`src/rtl/alu_pkg.sv`:
```
// Shared op codes, flag positions and controller states
// for the sequential ALU and its controller.
package alu_pkg;

  localparam logic [2:0] OP_ADD = 3'b000;
  localparam logic [2:0] OP_SUB = 3'b001;
  localparam logic [2:0] OP_AND = 3'b010;
  localparam logic [2:0] OP_MVN = 3'b011;
  localparam logic [2:0] OP_OR  = 3'b100;
  localparam logic [2:0] OP_XOR = 3'b101;
  localparam logic [2:0] OP_ASR = 3'b110;
  localparam logic [2:0] OP_MUL = 3'b111;

  localparam int Z_BIT = 3;
  localparam int V_BIT = 2;
  localparam int N_BIT = 1;
  localparam int C_BIT = 0;

  typedef enum logic {
    S_IDLE,
    S_MUL
  } state_t;

endpackage

```
`src/rtl/alu_comb.sv`:
```
// Single-cycle ALU ops 000-110 with {Z,V,N,C} flag generation.
// Op 111 is handled by the sequential multiplier and yields zero here.
module alu_comb
  import alu_pkg::*;
#(
  parameter int WIDTH = 16,
  localparam int SHW = $clog2(WIDTH)
) (
  input  logic [WIDTH-1:0] a,
  input  logic [WIDTH-1:0] b,
  input  logic [2:0]       op,
  output logic [WIDTH-1:0] res,
  output logic [3:0]       flags
);

  logic [WIDTH:0]   sum;
  logic [WIDTH:0]   dif;
  logic [SHW-1:0]   sh;
  logic [WIDTH-1:0] asr;
  logic [WIDTH-1:0] asr1;
  logic             v;
  logic             c;

  assign sum  = {1'b0, a} + {1'b0, b};
  assign dif  = {1'b0, a} - {1'b0, b};
  assign sh   = b[SHW-1:0];
  assign asr  = $signed(a) >>> sh;
  // one bit less of shift leaves the last bit shifted out in bit 0
  assign asr1 = $signed(a) >>> (sh - 1'b1);

  always_comb begin
    res = '0;
    v   = 1'b0;
    c   = 1'b0;
    unique case (1'b1)
      op == OP_ADD: begin
        res = sum[WIDTH-1:0];
        c   = sum[WIDTH];
        v   = (a[WIDTH-1] == b[WIDTH-1]) &&
              (res[WIDTH-1] != a[WIDTH-1]);
      end
      op == OP_SUB: begin
        res = dif[WIDTH-1:0];
        c   = dif[WIDTH];
        v   = (a[WIDTH-1] != b[WIDTH-1]) &&
              (res[WIDTH-1] == b[WIDTH-1]);
      end
      op == OP_AND: res = a & b;
      op == OP_MVN: res = ~b;
      op == OP_OR:  res = a | b;
      op == OP_XOR: res = a ^ b;
      op == OP_ASR: begin
        res = asr;
        c   = (sh != '0) && asr1[0];
      end
      default: ;
    endcase
  end

  always_comb begin
    flags        = '0;
    flags[Z_BIT] = (res == '0);
    flags[V_BIT] = v;
    flags[N_BIT] = res[WIDTH-1];
    flags[C_BIT] = c;
  end

endmodule

```
`src/rtl/alu_seq.sv`:
```
// Clocked ALU: single-cycle ops via alu_comb, plus an
// iterative shift-add multiplier sequenced by a 2-state FSM.
module alu_seq
  import alu_pkg::*;
#(
  parameter int WIDTH = 16,
  localparam int SHW = $clog2(WIDTH)
) (
  input  logic             clk,
  input  logic             rst_n,
  input  logic             start,
  input  logic [2:0]       op,
  input  logic             upd_flags,
  input  logic [WIDTH-1:0] Ain,
  input  logic [WIDTH-1:0] Bin,
  output logic             busy,
  output logic             done,
  output logic [WIDTH-1:0] out,
  output logic [3:0]       status
);

  localparam int CW = SHW + 1;

  state_t             state;
  state_t             nxt;
  logic [2*WIDTH-1:0] acc_q;
  logic [2*WIDTH-1:0] ash_q;
  logic [WIDTH-1:0]   mlt_q;
  logic [CW-1:0]      cnt_q;
  logic               upd_q;
  logic [2*WIDTH-1:0] acc_nx;
  logic [3:0]         pflg;
  logic [WIDTH-1:0]   cres;
  logic [3:0]         cflg;
  logic               go;
  logic               last;

  alu_comb #(.WIDTH(WIDTH)) u_comb (
    .a    (Ain),
    .b    (Bin),
    .op   (op),
    .res  (cres),
    .flags(cflg)
  );

  assign go     = start && (state == S_IDLE);
  assign last   = (state == S_MUL) && (cnt_q == CW'(1));
  assign busy   = (state == S_MUL);
  assign acc_nx = acc_q + (mlt_q[0] ? ash_q : '0);

  always_comb begin
    pflg        = '0;
    pflg[Z_BIT] = (acc_nx[WIDTH-1:0] == '0);
    pflg[V_BIT] = |acc_nx[2*WIDTH-1:WIDTH];
    pflg[N_BIT] = acc_nx[WIDTH-1];
  end

  always_comb begin
    nxt = state;
    unique case (state)
      S_IDLE: if (go && op == OP_MUL) nxt = S_MUL;
      S_MUL:  if (last) nxt = S_IDLE;
      default: nxt = S_IDLE;
    endcase
  end

  always_ff @(posedge clk or negedge rst_n) begin
    if (!rst_n) state <= S_IDLE;
    else        state <= nxt;
  end

  always_ff @(posedge clk or negedge rst_n) begin
    if (!rst_n) begin
      acc_q  <= '0;
      ash_q  <= '0;
      mlt_q  <= '0;
      cnt_q  <= '0;
      upd_q  <= 1'b0;
      out    <= '0;
      status <= '0;
      done   <= 1'b0;
    end else begin
      done <= 1'b0;
      if (go) begin
        if (op == OP_MUL) begin
          acc_q <= '0;
          ash_q <= {{WIDTH{1'b0}}, Ain};
          mlt_q <= Bin;
          cnt_q <= CW'(WIDTH);
          upd_q <= upd_flags;
        end else begin
          out  <= cres;
          done <= 1'b1;
          if (upd_flags) status <= cflg;
        end
      end else if (state == S_MUL) begin
        // ash_q tracks A << (WIDTH - count) one shift per step
        acc_q <= acc_nx;
        ash_q <= ash_q << 1;
        mlt_q <= mlt_q >> 1;
        cnt_q <= cnt_q - CW'(1);
        if (last) begin
          out  <= acc_nx[WIDTH-1:0];
          done <= 1'b1;
          if (upd_q) status <= pflg;
        end
      end
    end
  end

endmodule

```
`config.mk`:
```
export PLATFORM = sky130hd
export DESIGN_NAME = alu_seq
export DESIGN_NICKNAME = d
export VERILOG_FILES = /design/src/rtl/alu_pkg.sv /design/src/rtl/alu_comb.sv /design/src/rtl/alu_seq.sv
export SDC_FILE = /design/constraint.sdc
export NUM_CORES = 1
export LEC_CHECK = 0
export CAP_MARGIN = 20
export CELL_PAD_IN_SITES_DETAIL_PLACEMENT = 1
export CELL_PAD_IN_SITES_GLOBAL_PLACEMENT = 2
export CORE_MARGIN = 1.5
export CORE_UTILIZATION = 34
export CTS_CLUSTER_SIZE = 14
export DETAILED_ROUTE_END_ITERATION = 7
export GPL_TIMING_DRIVEN = 1
export PLACE_DENSITY_LB_ADDON = 0.15
export SKIP_LAST_GASP = 1
export SLEW_MARGIN = 20
export SYNTH_ARGS = -nofsm -noshare
export SYNTH_HDL_FRONTEND = slang
export SYNTH_HIERARCHICAL = 1
export SYNTH_SLANG_ARGS = --single-unit
export TNS_END_PERCENT = 50
```
`constraint.sdc`:
```
create_clock -name clk -period 3.5 [get_ports clk]
set_clock_uncertainty 0.2 [all_clocks]
set_input_delay 0.525 -clock clk [delete_from_list [all_inputs] [get_ports clk]]
set_output_delay 0.525 -clock clk [all_outputs]
set_load 0.01 [all_outputs]
```
==> results.py <==
metrics = {
    "status": {
        "status": "complete, but fails checks",
        "violations": "setup timing",
    },
    "grt": {
        "grt_pass1_vias": 11700,
        "track_usage_pct": 27.53,
        "grt_pass1_wl_um": 66450,
        "antenna_found_initial": 1,
        "gr-total-overflow": 0,
        "grt_max_degree": 109,
    },
    "timing": {
        "worst_slew_pin_slew_ps": 905.9,
        "fmax_mhz": 232.5,
        "layout_setup_ws_ps": -800.7,
        "holdWs_ps": 22.04,
        "rsz0062_at_grt": "true",
        "period_minus_slack_ps": 4301,
        "finalHoldViolations": 0,
        "maxSlewHeadroom_pct": 39.46,
        "fin_crit_sh_pct": 122.9,
        "final_max_slew_viol_count": 0,
        "finalSetupViolations": 7,
    },
    "power": {
        "peakVddDrop_mv": 0.3419,
        "p_total_mw": 8.124,
        "powerDensity_mw_per_mm2": 530.5,
        "p_leak_nw": 7.131,
    },
    "layout": {
        "fin_nets": 1792,
        "n_fill_cell": 3569,
        "n_antenna_cell": 0,
        "regArea_mm2": 0.002705,
        "drive_above_1_share_pct": 35.65,
        "final_area_mm2": 0.01531,
        "syn_to_final_growth_pct": 48.24,
        "multi_input_area_mm2": 0.007769,
    },
    "clocking": {
        "cts_made_buffers": 9,
        "clock_sinks": 108,
        "h-tree-depth": 3,
        "cts-root-buf": "clkbuf_16",
        "cts.clk_slew.worst_paths_ps": 80,
        "clk_latency_ps": 380,
        "cts_tree": "done",
        "clockBufferDepth": 2,
    },
    "synthesis": {
        "ys_seq_area_share_pct": 26.16,
        "synth_nets": 1396,
        "yosys.area.top_type_share_pct": 26.16,
        "async_flop_share_pct": 100.0,
        "yosysTopAreaCell": "dfrtp_1",
        "avgSynthCellArea_um2": 8.127,
        "synth_area_mm2": 0.01033,
        "ys_ff_latch": 108,
        "synth_edf_count": 0,
        "synth_cell_type_count": 98,
        "netlist_instances": 1271,
        "synth_top_flop_cell": "dfrtp_1",
        "ys_top_cells_by_area": "dfrtp_1 (26%), ha_1 (10%), nand2_1 (7.0%)",
        "ys.warnings.count": 6,
    },
    "place": {
        "dpl_cell_area_mm2": 0.01399,
        "place.gp.congestion": 0.8849,
        "place_hpwl_um": 33290,
        "portBuffers": 60,
    },
    "detailed_routing": {
        "drc_errors": 0,
        "via_per_inst": 5.427,
        "drt_pass1_iterations": 5,
        "wirelength_um": 43330,
        "drt_iter0_drc": 720,
        "wl_per_cell_um": 21.01,
        "ant_nets": 0,
        "via_count": 11190,
    },
    "setup_path": {
        "worst_ep_required_time_ps": 3600,
        "crit_arrival_ps": 4400,
        "worstSetupStartpointType": "input port",
        "path_class": "in2reg",
        "path_max_fanout": 5,
        "endpoint_kind": "flop",
    },
    "floorplanning": {
        "core_mm2": 0.02980,
        "dieHeight_um": 177.3,
        "start_util_pct": 34.67,
        "dieArea_mm2": 0.03144,
        "num_rows": 63,
        "die_w_um": 177.3,
        "ios": 61,
    },
    "hold_path": {
        "min_path_type": "in2async",
    },
    "job": {
        "maxCapViolCount": 0,
    },
}
==> Yosys cell counts (6+ instances only) <==
cell type	count
nand2_1	192
o21ai_0	130
dfrtp_1	108
ha_1	83
a21oi_1	67
mux2i_1	66
inv_1	62
nor2_1	57
clkbuf_1	56
and2_1	36
xnor2_1	28
nor3_1	21
nand3_1	19
a211oi_1	17
a21o_1	16
o22ai_1	16
buf_1	14
o211ai_1	14
nor2b_1	13
mux4_2	12
or3_1	11
xor2_1	11
o21bai_1	10
a221oi_1	9
a31oi_1	9
nand2b_1	9
nand4_1	9
o31ai_1	8
buf_4	7
mux2_2	7
o21ai_1	7
or4_1	7
a2111oi_0	6
and3_1	6
nor4_1	6
o21a_1	6
==> worst paths after layout <==
check | startpoint | endpoint | slack (ps) | cells past startpoint
worst max-delay path | Ain[11] | status[3] | -800 | 13
worst max register to register | mlt_q[0] | status[3] | -280 | 15
min in group clk | out[1] | out[1] | 290 | 2
worst min register to register | out[1] | out[1] | 290 | 2
max in group asynchronous | rst_n | busy | 2550 | 2
worst min-delay path | rst_n | out[7] | 20 | 2
==> critical path, stage by stage <==
cell and delay, ps:
clkdlybuf4s50_1 410, buf_4 170, mux4_2 500, nor2_2 120, a2111o_2 120, or4b_4 450
or4_1 440, or4b_4 530, or4_1 410, or3_1 340, nor4_2 150, a21oi_1 90
o21ai_1 130
==> cell type report <==
| type | instances | area share, % |
|---|---|---|
| inverter | 63 | 1.569 |
| clock buffer | 10 | 1.561 |
| multi-input combinational | 1013 | 50.73 |
| sequential | 108 | 17.66 |
| timing repair buffer | 472 | 24.58 |
| tap | 390 | 3.187 |
| clock inverter | 6 | 0.7108 |
==> registers in the layout, indices dropped and copies added (netlist names) <==
register / count
status: 4
ash_q: 32
cnt_q: 5
out: 16
done: 1
busy: 1
mlt_q: 16
upd_q: 1
acc_q: 32
==> cells by family after synthesis <==
logic type	count (synthesis)	synth area share, %
adder cells (fa/ha/maj)	86	10.63
multiplexers	85	9.775
AO/OA/AOI/OAI	388	24.70
buffers and inverters	150	6.129
AND/OR/NAND/NOR	415	19.30
XOR/XNOR	39	3.307
flip-flops	108	26.16
==> what timing repair did <==
item                                    4_1_cts  5_1_grt
pin swaps                                    24       35
setup buffers                                10       17
gates resized for setup                      74      111
hold buffers                                  0        0
endpoints found under the setup margin       18       21
==> power by group <==
group | internal, mW | switching (mW) | leakage, nW
sequential | 1.71 | 0.326 | 1.41
combinational | 2.30 | 2.53 | 5.55
clock | 0.721 | 0.535 | 0.173
total | 4.73 | 3.40 | 7.13
==> layer usage <==
layer	GRT usage [%]	routed length (um)	share of wire, %
met1	39.61	21060	49
met2	43.70	19450	45
met3	3.963	2020	4.7
met4	5.427	791	1.8
met5	0	0	0
==> placed cells by master (no fill, tap or decap), types with 18 or more instances in the layout <==
| cell type | count |
|---|---|
| xnor2_1 | 27 |
| dfrtp_1 | 106 |
| nor3_1 | 19 |
| nand2_1 | 187 |
| nand3_1 | 18 |
| clkdlybuf4s50_1 | 40 |
| and2_1 | 34 |
| inv_1 | 51 |
| a21oi_1 | 55 |
| ha_4 | 22 |
| mux2i_1 | 65 |
| buf_4 | 398 |
| nor2_1 | 52 |
| o21ai_0 | 119 |
| ha_1 | 59 |
==> metrics by stage <==
step | setup TNS (ps) | cells | setup slack [ps] | util (%)
after floorplan | -1238 | 1271 | -858.6 | -
after global placement | -10040 | 2020 | -1378 | 46.97
after detailed placement | -11350 | 2020 | -1480 | 46.97
after CTS | -2295 | 2046 | -705.8 | 49.19
after global routing | -3289 | 2062 | -897.4 | 51.39
final | -1882 | 2062 | -800.7 | 51.39
(Power assumes the default switching activity.)
